File: src/rtl/strobe_reg_pkg.sv
// Shared constants and FSM state encoding for the strobe register responder.
package strobe_reg_pkg;

    localparam int COEF_NUM = 16;
    localparam int COEF_W   = 16;
    localparam int ADDR_W   = 8;
    localparam int BIN_W    = 16;

    typedef enum logic [2:0] {
        IDLE     = 3'd0,
        WR_DO    = 3'd1,
        RD_REQ   = 3'd2,
        RD_WAIT  = 3'd3,
        ACK_HOLD = 3'd4
    } state_e;

endpackage

File: src/rtl/strobe_reg_responder_if.sv
// Four-phase strobe/ack register bus: the initiator holds a strobe and its
// address/data stable until the matching ack rises, then drops the strobe;
// the responder drops ack in the cycle after it samples the strobe low.
interface strobe_reg_responder_if #(
    parameter int ADDR_W = strobe_reg_pkg::ADDR_W,
    parameter int COEF_W = strobe_reg_pkg::COEF_W,
    parameter int BIN_W  = strobe_reg_pkg::BIN_W
) ();

    logic              wr_strobe_i;
    logic [ADDR_W-1:0] wr_addr_i;
    logic [COEF_W-1:0] wr_data_i;
    logic              wr_ack_o;
    logic              rd_strobe_i;
    logic [ADDR_W-1:0] rd_addr_i;
    logic [BIN_W-1:0]  rd_data_o;
    logic              rd_ack_o;

    modport master (
        output wr_strobe_i, wr_addr_i, wr_data_i, rd_strobe_i, rd_addr_i,
        input  wr_ack_o, rd_ack_o, rd_data_o
    );

    modport slave (
        input  wr_strobe_i, wr_addr_i, wr_data_i, rd_strobe_i, rd_addr_i,
        output wr_ack_o, rd_ack_o, rd_data_o
    );

endinterface

File: src/rtl/strobe_reg_responder_coef_bank.sv
// Coefficient storage. With SHADOW_COMMIT_EN defined, writes go to a shadow
// bank that is copied to the active bank on each rising edge of vs.
module coef_bank #(
    parameter int COEF_NUM = strobe_reg_pkg::COEF_NUM,
    parameter int COEF_W   = strobe_reg_pkg::COEF_W,
    parameter int ADDR_W   = strobe_reg_pkg::ADDR_W
) (
    input  logic                       clk,
    input  logic                       rst,
    input  logic                       wr_en,
    input  logic [ADDR_W-1:0]          wr_addr,
    input  logic [COEF_W-1:0]          wr_data,
    input  logic                       vs,
    output logic [COEF_NUM*COEF_W-1:0] coef
);
    import strobe_reg_pkg::*;

    logic [COEF_W-1:0] active_q [COEF_NUM];

`ifdef SHADOW_COMMIT_EN
    logic [COEF_W-1:0] shadow_q [COEF_NUM];
    logic              vs_q;
    logic              commit;

    assign commit = vs & ~vs_q;

    always_ff @(posedge clk or negedge rst) begin
        if (!rst) begin
            vs_q <= 1'b0;
        end else begin
            vs_q <= vs;
        end
    end

    // Addresses at or beyond COEF_NUM match no tap and are silently dropped.
    always_ff @(posedge clk or negedge rst) begin
        if (!rst) begin
            for (int i = 0; i < COEF_NUM; i++) begin
                shadow_q[i] <= '0;
            end
        end else begin
            for (int i = 0; i < COEF_NUM; i++) begin
                if (wr_en && wr_addr == ADDR_W'(i)) begin
                    shadow_q[i] <= wr_data;
                end
            end
        end
    end

    // Copy reads the shadow as it stood before any same-cycle write.
    always_ff @(posedge clk or negedge rst) begin
        if (!rst) begin
            for (int i = 0; i < COEF_NUM; i++) begin
                active_q[i] <= '0;
            end
        end else if (commit) begin
            for (int i = 0; i < COEF_NUM; i++) begin
                active_q[i] <= shadow_q[i];
            end
        end
    end
`else
    logic vs_unused;

    assign vs_unused = vs;

    always_ff @(posedge clk or negedge rst) begin
        if (!rst) begin
            for (int i = 0; i < COEF_NUM; i++) begin
                active_q[i] <= '0;
            end
        end else begin
            for (int i = 0; i < COEF_NUM; i++) begin
                if (wr_en && wr_addr == ADDR_W'(i)) begin
                    active_q[i] <= wr_data;
                end
            end
        end
    end
`endif

    for (genvar g = 0; g < COEF_NUM; g++) begin : g_pack
        assign coef[g*COEF_W +: COEF_W] = active_q[g];
    end

endmodule

File: src/rtl/strobe_reg_responder.sv
// Four-phase strobe responder: coefficient writes and histogram bin reads.
// Optional SHADOW_COMMIT_EN makes writes take effect on the vs rising edge.
module strobe_reg_responder #(
    parameter int COEF_NUM = strobe_reg_pkg::COEF_NUM,
    parameter int COEF_W   = strobe_reg_pkg::COEF_W,
    parameter int ADDR_W   = strobe_reg_pkg::ADDR_W,
    parameter int BIN_W    = strobe_reg_pkg::BIN_W
) (
    input  logic                       clk,
    input  logic                       rst,
    strobe_reg_responder_if.slave      bus,
    output logic                       hist_rd_en_o,
    output logic [ADDR_W-1:0]          hist_rd_addr_o,
    input  logic [BIN_W-1:0]           hist_rd_data_i,
    input  logic                       vs_i,
    output logic [COEF_NUM*COEF_W-1:0] coef_o,
    output logic [2:0]                 dbg_state
);
    import strobe_reg_pkg::*;

    localparam logic [2:0] ST_IDLE     = IDLE;
    localparam logic [2:0] ST_WR_DO    = WR_DO;
    localparam logic [2:0] ST_RD_REQ   = RD_REQ;
    localparam logic [2:0] ST_RD_WAIT  = RD_WAIT;
    localparam logic [2:0] ST_ACK_HOLD = ACK_HOLD;

    logic [2:0]       state;
    logic             wr_ack;
    logic             rd_ack;
    logic [BIN_W-1:0] rd_data;
    logic             served_low;
    logic             coef_wr_en;

    // Whichever ack is up identifies the strobe being waited on in ACK_HOLD.
    assign served_low = wr_ack ? ~bus.wr_strobe_i : ~bus.rd_strobe_i;
    assign coef_wr_en = (state == ST_WR_DO);

    always_ff @(posedge clk or negedge rst) begin
        if (!rst) begin
            state          <= ST_IDLE;
            wr_ack         <= 1'b0;
            rd_ack         <= 1'b0;
            rd_data        <= '0;
            hist_rd_en_o   <= 1'b0;
            hist_rd_addr_o <= '0;
        end else begin
            case (state)
                ST_IDLE: begin
                    if (bus.wr_strobe_i) begin
                        state <= ST_WR_DO;
                    end else if (bus.rd_strobe_i) begin
                        state          <= ST_RD_REQ;
                        hist_rd_en_o   <= 1'b1;
                        hist_rd_addr_o <= bus.rd_addr_i;
                    end
                end
                ST_WR_DO: begin
                    wr_ack <= 1'b1;
                    state  <= ST_ACK_HOLD;
                end
                ST_RD_REQ: begin
                    hist_rd_en_o <= 1'b0;
                    state        <= ST_RD_WAIT;
                end
                ST_RD_WAIT: begin
                    rd_data <= hist_rd_data_i;
                    rd_ack  <= 1'b1;
                    state   <= ST_ACK_HOLD;
                end
                ST_ACK_HOLD: begin
                    if (served_low) begin
                        wr_ack <= 1'b0;
                        rd_ack <= 1'b0;
                        state  <= ST_IDLE;
                    end
                end
                default: begin
                    state        <= ST_IDLE;
                    wr_ack       <= 1'b0;
                    rd_ack       <= 1'b0;
                    hist_rd_en_o <= 1'b0;
                end
            endcase
        end
    end

    assign bus.wr_ack_o  = wr_ack;
    assign bus.rd_ack_o  = rd_ack;
    assign bus.rd_data_o = rd_data;
    assign dbg_state     = state;

    coef_bank #(
        .COEF_NUM (COEF_NUM),
        .COEF_W   (COEF_W),
        .ADDR_W   (ADDR_W)
    ) u_coef_bank (
        .clk     (clk),
        .rst     (rst),
        .wr_en   (coef_wr_en),
        .wr_addr (bus.wr_addr_i),
        .wr_data (bus.wr_data_i),
        .vs      (vs_i),
        .coef    (coef_o)
    );

endmodule

File: src/flat_wrapper.sv
// flat-port wrapper written by rule: the top's interface ports become plain ports
module strobe_reg_responder_flat import strobe_reg_pkg::*;
#(
    parameter int COEF_NUM = strobe_reg_pkg::COEF_NUM,
    parameter int COEF_W   = strobe_reg_pkg::COEF_W,
    parameter int ADDR_W   = strobe_reg_pkg::ADDR_W,
    parameter int BIN_W    = strobe_reg_pkg::BIN_W
)
  (clk, rst, hist_rd_en_o, hist_rd_addr_o, hist_rd_data_i, vs_i, coef_o, dbg_state, bus_wr_strobe_i, bus_wr_addr_i, bus_wr_data_i, bus_rd_strobe_i, bus_rd_addr_i, bus_wr_ack_o, bus_rd_ack_o, bus_rd_data_o);
  strobe_reg_responder_if #(.ADDR_W(ADDR_W), .COEF_W(COEF_W), .BIN_W(BIN_W)) bus_i ();
  input  logic clk;
  input  logic rst;
  output logic hist_rd_en_o;
  output logic [ADDR_W-1:0] hist_rd_addr_o;
  input  logic [BIN_W-1:0] hist_rd_data_i;
  input  logic vs_i;
  output logic [COEF_NUM*COEF_W-1:0] coef_o;
  output logic [2:0] dbg_state;
  input wire logic [$bits(bus_i.wr_strobe_i)-1:0] bus_wr_strobe_i;
  input wire logic [$bits(bus_i.wr_addr_i)-1:0] bus_wr_addr_i;
  input wire logic [$bits(bus_i.wr_data_i)-1:0] bus_wr_data_i;
  input wire logic [$bits(bus_i.rd_strobe_i)-1:0] bus_rd_strobe_i;
  input wire logic [$bits(bus_i.rd_addr_i)-1:0] bus_rd_addr_i;
  output wire logic [$bits(bus_i.wr_ack_o)-1:0] bus_wr_ack_o;
  output wire logic [$bits(bus_i.rd_ack_o)-1:0] bus_rd_ack_o;
  output wire logic [$bits(bus_i.rd_data_o)-1:0] bus_rd_data_o;
  assign bus_i.wr_strobe_i = bus_wr_strobe_i;
  assign bus_i.wr_addr_i = bus_wr_addr_i;
  assign bus_i.wr_data_i = bus_wr_data_i;
  assign bus_i.rd_strobe_i = bus_rd_strobe_i;
  assign bus_i.rd_addr_i = bus_rd_addr_i;
  assign bus_wr_ack_o = bus_i.wr_ack_o;
  assign bus_rd_ack_o = bus_i.rd_ack_o;
  assign bus_rd_data_o = bus_i.rd_data_o;
  strobe_reg_responder #(.COEF_NUM(COEF_NUM), .COEF_W(COEF_W), .ADDR_W(ADDR_W), .BIN_W(BIN_W)) u_core (.clk(clk), .rst(rst), .bus(bus_i), .hist_rd_en_o(hist_rd_en_o), .hist_rd_addr_o(hist_rd_addr_o), .hist_rd_data_i(hist_rd_data_i), .vs_i(vs_i), .coef_o(coef_o), .dbg_state(dbg_state));
endmodule
File: config.mk
export PLATFORM = sky130hd
export DESIGN_NAME = strobe_reg_responder_flat
export DESIGN_NICKNAME = d
export VERILOG_FILES = /design/src/rtl/strobe_reg_pkg.sv /design/src/rtl/strobe_reg_responder_if.sv /design/src/rtl/strobe_reg_responder_coef_bank.sv /design/src/rtl/strobe_reg_responder.sv /design/src/flat_wrapper.sv
export SDC_FILE = /design/constraint.sdc
export NUM_CORES = 1
export LEC_CHECK = 0
export ABC_AREA = 1
export CAP_MARGIN = 10
export CORE_MARGIN = 4
export CORE_UTILIZATION = 33
export CTS_CLUSTER_SIZE = 12
export DETAILED_ROUTE_END_ITERATION = 10
export MAX_ROUTING_LAYER = met4
export PLACE_DENSITY = 0.6
export SETUP_SLACK_MARGIN = 0.5
export SLEW_MARGIN = 15
export SYNTH_ARGS = -nofsm -noshare
export SYNTH_HDL_FRONTEND = slang
export SYNTH_SLANG_ARGS = --single-unit
File: constraint.sdc
create_clock -name clk -period 1.7 [get_ports clk]
set_input_delay 0.17 -clock clk [delete_from_list [all_inputs] [get_ports clk]]
set_output_delay 0.17 -clock clk [all_outputs]
set_load 0.005 [all_outputs]
=== Word level (Yosys, flattened, before mapping) ===
Index checks and enable logic that the tools add are counted.

* Add/subtract/negate cells: 0
* $mul: 0
* Div/mod/pow operators: 0
* $lt $le $gt $ge: 0
* Eq/ne operators: 23
* Shift-type cells: 0
* Mux-type cells: 11
* Bitwise operators: 5
* Reductions and logical operators: 27

{| class="wikitable"
|+ Operator list
! operator !! count
|-
| $eq 8x4->1 const B || 8
|-
| $eq 8x3->1 const B || 4
|-
| $eq 8x2->1 const B || 2
|-
| $logic_and 1x1->1 || 16
|-
| $pmux 3 s4 || 1
|-
| $mux 3 || 3
|-
| $reduce_or 3->1 || 3
|-
| $eq 8x1->1 const B || 1
|-
| $logic_not 8->1 || 1
|-
| $eq 3x2->1 const B || 2
|-
| $pmux 1 s3 || 2
|-
| $reduce_and 2->1 || 3
|-
| $reduce_and 3->1 || 2
|-
| $not 1->1 || 5
|-
| $mux 1 || 4
|-
| $ne 2x2->1 const B || 2
|-
| $eq 3x1->1 const B || 1
|-
| $eq 3x3->1 const B || 1
|-
| $logic_not 3->1 || 1
|-
| $ne 3x3->1 const B || 1
|-
| $ne 2x1->1 const B || 1
|-
| $pmux 1 s2 || 1
|-
| $reduce_or 2->1 || 1
|}

* Bits in registers: 286
* Bits in latches: 0
* Memory bits (writable): 0
* ROM bits: 0
* Input port bits: 53
* Output and inout port bits: 286
* Logic and storage cells: 88
* Memories kept: 0

=== Longest topological paths before layout ===
Gate-level depths: netlist (run 1).

* Word-level depth: 4
* Mapped depth: 7

=== Modules after synthesis ===
Synthesis (run 1) repeated with hierarchy kept, for this count alone.

* Cells, all modules: 1,317
* Area, all modules: 11,681.2 sq um

{| class="wikitable"
|+ Modules (own cells, without submodules)
! module !! instances !! cells an instance !! area an instance (sq um) !! sequential area each (sq um)
|-
| coef_bank || 1 || 1,175 || 10,385.0 || 6,406.1
|-
| strobe_reg_responder || 1 || 142 || 1,296.2 || 750.7
|}

=== Worst setup path after synthesis (run 1) ===
No wires, ideal clock.

* Path type: register to register
* Start point: register u_core.state[2], in the netlist u_core.dbg_state[2]
* End point: register u_core.u_coef_bank.active_q (netlist bit u_core.u_coef_bank.coef[47])
* Library setup time: 0.117 ns
* Arrival: 1.255 ns
* Data required time: 1.583 ns
* Slack: 0.328 ns
* Stages on the path, launching flop included: 8
* Buffers on the path: 1
* Path through: dfrtp_1 > inv_2 > nand3_4 > nor2_4 > nand2_1 > buf_4 > nand2_1 > nand2_1

* Longest elaborated chain between the ends: 2

{| class="wikitable"
|+ Ends and longest elaborated chain
! element !! line !! text
|-
| start, declared || strobe_reg_responder.sv:27 || <nowiki>logic [2:0] state;</nowiki>
|-
| start signal, assigned || strobe_reg_responder.sv:40 || <nowiki>state <= ST_IDLE;</nowiki>
|-
| start signal, assigned || strobe_reg_responder.sv:50 || <nowiki>state <= ST_WR_DO;</nowiki>
|-
| start signal, assigned || strobe_reg_responder.sv:52 || <nowiki>state <= ST_RD_REQ;</nowiki>
|-
| $eq 3x1->1 || strobe_reg_responder.sv:36 || <nowiki>assign coef_wr_en = (state == ST_WR_DO);</nowiki>
|-
| $logic_and 1x1->1 || strobe_reg_responder_coef_bank.sv:74 || <nowiki>if (wr_en && wr_addr == ADDR_W'(i)) begin</nowiki>
|-
| end signal, assigned by index || strobe_reg_responder_coef_bank.sv:75 || <nowiki>active_q[i] <= wr_data;</nowiki>
|-
| end, declared || strobe_reg_responder_coef_bank.sv:18 || <nowiki>logic [COEF_W-1:0] active_q [COEF_NUM];</nowiki>
|}

Every way passes these cells.
A chain may end at the register's enable or synchronous reset.

=== Final worst setup path (run 1) ===
* Start point: register u_core.state[1], in the netlist u_core.dbg_state[1]
* End point: register u_core.u_coef_bank.active_q (netlist bit u_core.u_coef_bank.coef[136])

The elaborated chain is that of the path after synthesis.

==> results.yml, run 1 <==
power_and_ir_drop:
  p_leak_uw: 0.0102
  powerDensity_nw_per_um2: 1020
  ir_drop_mv: 0.756
floorplanning:
  coreArea_um2: 35400
  dieArea_um2: 38900
  start_util: 0.334
  rows: 69
  ios: 339
  chipWidth_um: 197
  die_h_um: 197
final_layout:
  nets: 1800
  syn2layout_area_growth_pct: 53.2
  diodes: 0
  drive_gt1_frac: 0.282
  fillers: 3350
timing:
  setup_violations: 0
  fin_skew_ns: 0.0174
  slew_viol_final: 0
  fin_ws_ns: 0.0887
  worst_slew_pin_slew_ns: 0.702
  timing.fmax_ghz: 0.621
  relSlewSlack: 0.532
  hold_viol: 0
  rsz0062_at_grt: "true"
  min_period_ns: 1.61
  holdWs_ns: 0.111
  fin_crit_sh: 0.948
route:
  drtIter0Drc: 691
  wirelength_um: 44100
  drc_errors: 0
  num_vias: 10800
  antenna_left: 0
  viasPerCell: 4.84
  wl_per_cell_um: 19.8
  drtPass1Iterations: 5
clock_network:
  cts_buffer_depth: 3
  cts_tree: "done"
  cts_root_buf: "clkbuf_16"
  numCtsBuffers: 31
  cts_max_level: 1
  clkLatencyLatePin_ns: 0.57
  clock-sinks: 286
  clkTransAtPathRegs_ns: 0.06
setup_path:
  r2r-start: "u_core.dbg_state[1]"
  required_ns: 2.15
  reg2reg_slack_ns: 0.09
  reg2reg_to: "u_core.u_coef_bank.coef[136]"
  start_kind: "flip-flop"
  crit_type: "flip-flop to flip-flop"
  crit_fanout: 8
  end_kind: "flip-flop"
  r2r_cells: 9
  cp.arrival_ns: 2.06
yosys:
  synth_top_cell_by_area: "dfrtp_1"
  synthTopCellsByCount: "nand2_1, dfrtp_1, nand3_1"
  netlist_top_cells_area: "dfrtp_1, nand2_1, nand3_1"
  synth-edff-count: 0
  async_flop_share: 1.00
  seq_area_frac_synth: 0.606
  yosys.cell_count.top_type: "nand2_1"
  synth-seq-cells: 286
  synthCells: 1310
  netlist_area_um2: 11800
  synth_top_flop_cell: "dfrtp_1"
  synth.distinct_cells: 20
  syn-num-nets: 1363
  synth_top_area_share: 0.606
  ys.warnings.count: 0
  syn-mean-instance-area_um2: 9.02
placed_design:
  place.port_buffers: 337
  gp_congestion: 0.796
  place_ws_ns: -0.131
  dpl.hpwl_um: 28100
min_path:
  hp-class: "input pin to async pin"
flow_run:
  maxCapViolations: 0
global_route:
  grt_use_total: 0.223
  grt-ovfl-total: 0
  grt_max_degree: 61
  grt_antenna_before_repair: 0
  grt_pass1_vias: 10700
  grt_pass1_wl_um: 65400
outcome:
  status: "completed"
==> cell type report <==
cell class / count / area, um^2 / area share
sequential: 286 / 7160 / 0.396
timing repair buffer: 512 / 4820 / 0.266
multi-input combinational: 904 / 4490 / 0.248
clock buffer: 46 / 912 / 0.0504
tap: 461 / 577 / 0.0319
clock inverter: 8 / 98.8 / 0.00546
inverter: 12 / 47.5 / 0.00263
==> per-layer routing <==
layer / global-route usage / part of all wire / routed length [um] / vias to the layer above
li1: - / - / - / 5046
met1: 0.289 / 0.42 / 18300 / 5293
met2: 0.350 / 0.47 / 20900 / 373
met3: 0.0604 / 0.085 / 3740 / 71
met4: 0.0555 / 0.026 / 1130 / 0
met5: - / 0 / 0 / -
==> state kept, by name, summed over array words and instances (netlist names) <==
register / flops
u_core.u_coef_bank.coef: 256
u_core.bus.rd_data_o: 16
u_core.hist_rd_addr_o: 8
u_core.dbg_state: 3
u_core.bus.rd_ack_o: 1
u_core.bus.wr_ack_o: 1
u_core.hist_rd_en_o: 1
==> kinds of logic after synthesis <==
family	count (synthesis)	share of synthesized area
compound gates	8	0.00360
buf+inv	120	0.0701
flops	286	0.606
simple gates	896	0.320
==> report_power, final <==
| group | switching, uW | internal [uW] |
|---|---|---|
| clock network | 2760 | 3970 |
| logic | 2010 | 1880 |
| registers | 399 | 7470 |
==> placed cells by master (no fill, tap or decap), drive strengths merged <==
cell type      netlist  layout
a21oi                2       2
buf                 78     287
bufbuf               0       1
bufinv               0       2
clkbuf              30      60
clkdlybuf4s50        0      83
clkinv               0       3
clkinvlp             0       2
dfrtp              286     286
dlygate4sd2          0     126
dlygate4sd3          0       1
inv                 12      13
nand2              602     602
nand3              275     275
nor2                18      18
nor3                 1       1
o211ai               1       1
o21ai                5       5
==> critical path: stages, from the launching register on <==
cell     delay [ns]
dfrtp_2        0.43
inv_4          0.07
nand3_4        0.14
buf_6          0.18
nor2_4         0.14
buf_12         0.16
nand2_8        0.07
buf_12         0.17
nand2_1        0.06
nand2_1        0.05
==> how the worst max path moves through the flow <==
stage	slack, ns	start	to
floorplan	0.36	u_core.dbg_state[1]	u_core.u_coef_bank.coef[47]
global placement	-0.09	bus_wr_addr_i[7]	u_core.u_coef_bank.coef[156]
detailed placement	-0.13	bus_wr_addr_i[7]	u_core.u_coef_bank.coef[139]
CTS	0.08	u_core.dbg_state[1]	u_core.u_coef_bank.coef[149]
global route	0.03	u_core.dbg_state[1]	u_core.u_coef_bank.coef[73]
finish	0.09	u_core.dbg_state[1]	u_core.u_coef_bank.coef[136]
==> stage by stage <==
step                TNS, ns  cell area [um^2]  utilization  cells  total power, uW
floorplan                 0             12200            -   1310             9400
global placement      -4.00             16400        0.465   2092            11600
detailed placement    -5.67             16400        0.465   2092            11700
CTS                       0             17500        0.495   2212            18600
global route              0             18100        0.511   2229            19400
finish                    0             18100        0.511   2229            18500
==> what timing repair did <==
| item | 4_1_cts | 5_1_grt |
|---|---|---|
| endpoints found under the setup margin | 568 | 572 |
| pin swaps | 5 | 20 |
| setup buffers | 61 | 9 |
| hold endpoints to repair | 286 | 0 |
| cloned | 4 | 8 |
| resized for setup | 654 | 126 |
| hold buffers | 1 | 0 |
Note: power is estimated with default switching activity, not from simulation.
==> run 2: changes to the inputs <==
--- a/config.mk
+++ b/config.mk
@@ -13,6 +13,7 @@
 export DETAILED_ROUTE_END_ITERATION = 10
 export MAX_ROUTING_LAYER = met4
 export PLACE_DENSITY = 0.6
+export REMOVE_ABC_BUFFERS = 1
 export SETUP_SLACK_MARGIN = 0.5
 export SLEW_MARGIN = 15
 export SYNTH_ARGS = -nofsm -noshare
==> run 2 against run 1 <==
Compared with the run above:
- fmax decreased by 0.18%
- cell count rose by 1.1%
- design area down 1.2%
- worst setup slack worse by 0.0029 ns
- routed wire length down 0.68%
==> results.yml, run 2 (same netlist as run 1, synthesis figures left out) <==
setup_path:
  required_ns: 2.14
  crit_type: "flip-flop to flip-flop"
  end_kind: "flip-flop"
  crit_fanout: 8
  r2r_cells: 9
  start_kind: "flip-flop"
  cp.arrival_ns: 2.05
route:
  antenna_left: 0
  routed.top_layer: "met4"
  wirelength_um: 43800
  num_vias: 10900
  viasPerCell: 4.82
  drtIter0Drc: 651
  drc_errors: 0
  drtPass1Iterations: 5
  met1_length_um: 18300
  wl_met2_um: 21400
  wl_met3_um: 2810
  wl_per_cell_um: 19.4
clock_network:
  cts_buffer_depth: 3
  cts_tree: "done"
  cts_max_level: 1
  numCtsBuffers: 30
  clock-sinks: 286
  clkLatencyLatePin_ns: 0.56
  clkTransAtPathRegs_ns: 0.06
  cts_root_buf: "clkbuf_16"
power_and_ir_drop:
  ir_drop_mv: 0.868
  p_seq_frac: 0.425
  power.internal_uw: 13400
  power.switching_uw: 5170
  sw_frac_of_total: 0.279
  p_leak_uw: 0.0101
  pwr-share-clk: 0.358
  pwr-share-comb: 0.217
  powerDensity_nw_per_um2: 1040
final_layout:
  final_core_util: 0.505
  finalNonFillerCells: 2253
  final_cell_mix: "nand2_1, dfrtp_1, nand3_1"
  syn2layout_area_growth_pct: 51.4
  largest_reg_flops: 256
  nets: 1823
  final_common_cell: "nand2_1"
  drive_gt1_frac: 0.311
min_path:
  hp-class: "input pin to flip-flop"
  hold_path_depth: 3
timing:
  fin_ws_ns: 0.0858
  setup_violations: 0
  tns_ns: 0
  timing.fmax_ghz: 0.620
  slew_viol_final: 0
  holdWs_ns: 0.153
  fin_crit_sh: 0.950
  hold_viol: 0
  relSlewSlack: 0.637
  fin_skew_ns: 0.0145
  worst_slew_pin_slew_ns: 0.545
  min_period_ns: 1.61
  rsz0062_at_grt: "true"
global_route:
  grt_pass1_wl_um: 64400
  grt_antenna_before_repair: 1
  grt_use_total: 0.218
  grt-ovfl-total: 0
  grt_max_degree: 57
  grt_pass1_vias: 10500
outcome:
  status: "completed"
floorplanning:
  ios: 339
  start_util: 0.334
  die_h_um: 197
  rows: 69
  coreArea_um2: 35400
  chipWidth_um: 197
  dieArea_um2: 38900
placed_design:
  gp_congestion: 0.811
  dp_cells: 2100
  dpl.hpwl_um: 27400
  place_ws_ns: -0.0493
  place.port_buffers: 337
flow_run:
  maxCapViolations: 0
run 2: changes by cell type in the layout (fill, tap and decap cells not counted), moves of 3 or more:
cell	previous run	this run
nand2_4	22	27
buf_4	100	123
nand3_2	73	2
clkbuf_2	7	4
nand2_2	37	67
nand3_1	201	272
clkdlybuf4s50_1	83	76
clkbuf_8	8	11
dlygate4sd2_1	126	61
nand2_1	541	503
buf_2	99	166
buf_12	37	42
buf_6	43	46
nand2_8	2	5
run 2: path summary, 6_finish.rpt:
check                                               endpoint  slack, ns                          from
worst max-delay path            u_core.u_coef_bank.coef[115]       0.09           u_core.dbg_state[2]
worst min-delay path                u_core.hist_rd_addr_o[3]       0.15              bus_rd_addr_i[3]
worst max register to register  u_core.u_coef_bank.coef[115]       0.09           u_core.dbg_state[2]
worst min register to register  u_core.u_coef_bank.coef[157]       0.46  u_core.u_coef_bank.coef[157]
max in group asynchronous        u_core.u_coef_bank.coef[31]       0.91                           rst
min in group asynchronous       u_core.u_coef_bank.coef[181]       0.16                           rst
run 2: repair_timing:
item / in CTS / in global routing
setup buffers: 74 / 13
pin swaps: 3 / 17
gates resized for setup: 879 / 184
cloned: 2 / 9
endpoints found under the hold margin: 220 / 0
hold buffers: 1 / 0
endpoints found under the setup margin: 568 / 569
run 2: worst max-delay path, cell delays in order (launching register included):
cell	delay [ns]
dfrtp_1	0.41
buf_6	0.13
inv_4	0.05
nand3_4	0.14
nor2_4	0.23
buf_12	0.17
nand2_8	0.06
clkbuf_16	0.18
nand2_1	0.06
nand2_1	0.05
run 2: metal layers:
layer / track usage / vias to the layer above
met3: 0.0360 / 69
met2: 0.351 / 393
met4: 0.0588 / 0
met1: 0.288 / 5321
met5: - / -
li1: - / 5087
run 2: power by group through the flow:
| stage | combinational, uW | clock, uW | sequential, uW |
|---|---|---|---|
| after floorplan | 990 | 0 | 8040 |
| after global placement | 3560 | 0 | 7960 |
| after detailed placement | 3610 | 0 | 7980 |
| after CTS | 3720 | 6780 | 7840 |
| after global routing | 4350 | 7080 | 7940 |
| final | 4020 | 6640 | 7870 |
run 2: stage by stage:
stage          total power, uW  area, um^2
6_report                 18500       17900
5_1_grt                  19400       17900
4_1_cts                  18300       17000
3_5_place_dp             11600       16200
3_3_place_gp             11500       16200
2_1_floorplan             9030       11000
run 2: layout make-up:
| class | count | area [um^2] |
|---|---|---|
| Sequential cell | 286 | 7160 |
| Timing Repair Buffer | 535 | 4760 |
| Clock inverter | 2 | 35.0 |
| Clock buffer | 51 | 961 |
| Multi-Input combinational cell | 905 | 4330 |
| Fill cell | 3384 | 17500 |
| Antenna cell | 1 | 2.50 |
| Tap cell | 461 | 577 |
| Inverter | 12 | 57.6 |
==> run 3: changes to the inputs <==
--- a/config.mk
+++ b/config.mk
@@ -15,7 +15,6 @@
 export PLACE_DENSITY = 0.6
 export REMOVE_ABC_BUFFERS = 1
 export SETUP_SLACK_MARGIN = 0.5
-export SLEW_MARGIN = 15
 export SYNTH_ARGS = -nofsm -noshare
 export SYNTH_HDL_FRONTEND = slang
 export SYNTH_SLANG_ARGS = --single-unit
==> results of run 3 <==
No change in the layout: final DEF, timing and power equal those of run 2.
==> RTL edit (settings of run 2) <==
Set the package constant `BIN_W` to 20 (it was 16).
--- a/src/rtl/strobe_reg_pkg.sv
+++ b/src/rtl/strobe_reg_pkg.sv
@@ -4,7 +4,7 @@
     localparam int COEF_NUM = 16;
     localparam int COEF_W   = 16;
     localparam int ADDR_W   = 8;
-    localparam int BIN_W    = 16;
+    localparam int BIN_W    = 20;
 
     typedef enum logic [2:0] {
         IDLE     = 3'd0,
Interface: changed (resized bus_rd_data_o and hist_rd_data_i); port bits go from 339 to 347. The function was not compared with the original's and may differ.
==> RTL edit against run 2 <==
  * Clock skew up 0.0023 ns
  * Final area down 2.7%
  * Worst setup slack lost 0.0080 ns
  * Routed wire length fell by 0.76%
  * Power increased by 0.69%
  * Critical path depth did not move
  * Sequential cell count grew 4
  * Area after synthesis rose by 0.40%
  * Critical path type unchanged
  * Highest routed layer unchanged
==> RTL edit: results (changes against run 2) <==
| Metric | Value |
|---|---|
| Outcome | `finished, final reports clean` |
| Combinational share of power | `20.9% (-0.8 points)` |
| FILL cells | `3356 (-0.83%)` |
| DPL Wire Length | `27680 um (+1.0%)` |
| Pre-CTS setup slack | `-0.1570 ns (-0.1077 ns)` |
| Syn avg cell area | `8.923 um2 (-1.0%)` |
| Final cell count without fillers | `2268 (+0.67%)` |
| Gr usage total | `21.57% (-0.23 points)` |
| Worst Path Arrival | `2.07 ns (+0.02 ns)` |
| Number of global-route vias before repair | `10670 (+2.0%)` |
| Slew HR | `72.77% (+9.1 points)` |
| Placed cell count | `2127 (+1.3%)` |
| Sequential fraction of the synthesis area | `61.19% (+0.60 points)` |
| Post-place instance area | `0.01630 mm2 (+0.45%)` |
| CTS buffer count | `31 (+3.3%)` |
| Worst path top cell family by delay | `buffers and inverters` |
| Buffers added on ports | `345 (+2.4%)` |
| Net load switching power | `5.194 mW (+0.44%)` |
| Sequential power | `8.02 mW (+2%)` |
| Max VDD drop | `888.8 uV (+2.4%)` |
| Synth cell types | `18 (-10%)` |
| # nets final | `1843 (+1.1%)` |
| First DRT Iteration DRCs | `753 (+16%)` |
| Ranking of synthesized cells by area | `dfrtp_1 61%, nand2_1 19%, nand3_1 12%` |
| Largest net degree at the start of global routing | `68 (+19%)` |
## RTL edit: timing repair
action                                 CTS  global route
setup endpoints to repair              574           578
gates cloned                             1             7
resized for setup                      857            43
endpoints found under the hold margin  290             0
pin swaps                                1            13
hold buffers                             1             0
buffers inserted                        68            10
## RTL edit: area by class of cell
type | count | area (um2) | share of cell area [%]
Sequential cell | 290 | 7261 | 41.75
Clock inverter | 7 | 85.08 | 0.4892
Antenna cell | 1 | 2.502 | 0.01439
Inverter | 12 | 50.05 | 0.2877
Clock buffer | 46 | 912.1 | 5.244
Multi-Input combinational cell | 916 | 3961 | 22.78
Tap cell | 461 | 576.8 | 3.316
Timing Repair Buffer | 535 | 4544 | 26.13
## RTL edit: layer usage
layer	vias to the layer above	global-route usage [%]	part of all wire (%)
li1	5134	-	-
met1	5314	29.46	43
met2	408	34.35	47
met3	72	3.377	7.9
met4	0	4.846	2.2
met5	-	-	0
## RTL edit: final timing paths
check,start,endpoint,slack (ns),depth (start not counted)
hold reg to reg,u_core.u_coef_bank.coef[109],u_core.u_coef_bank.coef[109],0.47,2
max in group asynchronous,rst,u_core.u_coef_bank.coef[2],0.87,3
hold / removal,rst,u_core.hist_rd_addr_o[6],0.11,2
min in group clk,bus_rd_addr_i[1],u_core.hist_rd_addr_o[1],0.14,3
setup reg to reg,u_core.dbg_state[1],u_core.u_coef_bank.coef[167],0.08,9
setup / recovery,u_core.dbg_state[1],u_core.u_coef_bank.coef[167],0.08,9
## RTL edit: cells by family after synthesis
logic type	count (synthesis)	synth area share, %
compound gates	8	0.3587
buf+inv	123	6.309
flops	290	61.19
simple gates	908	32.14
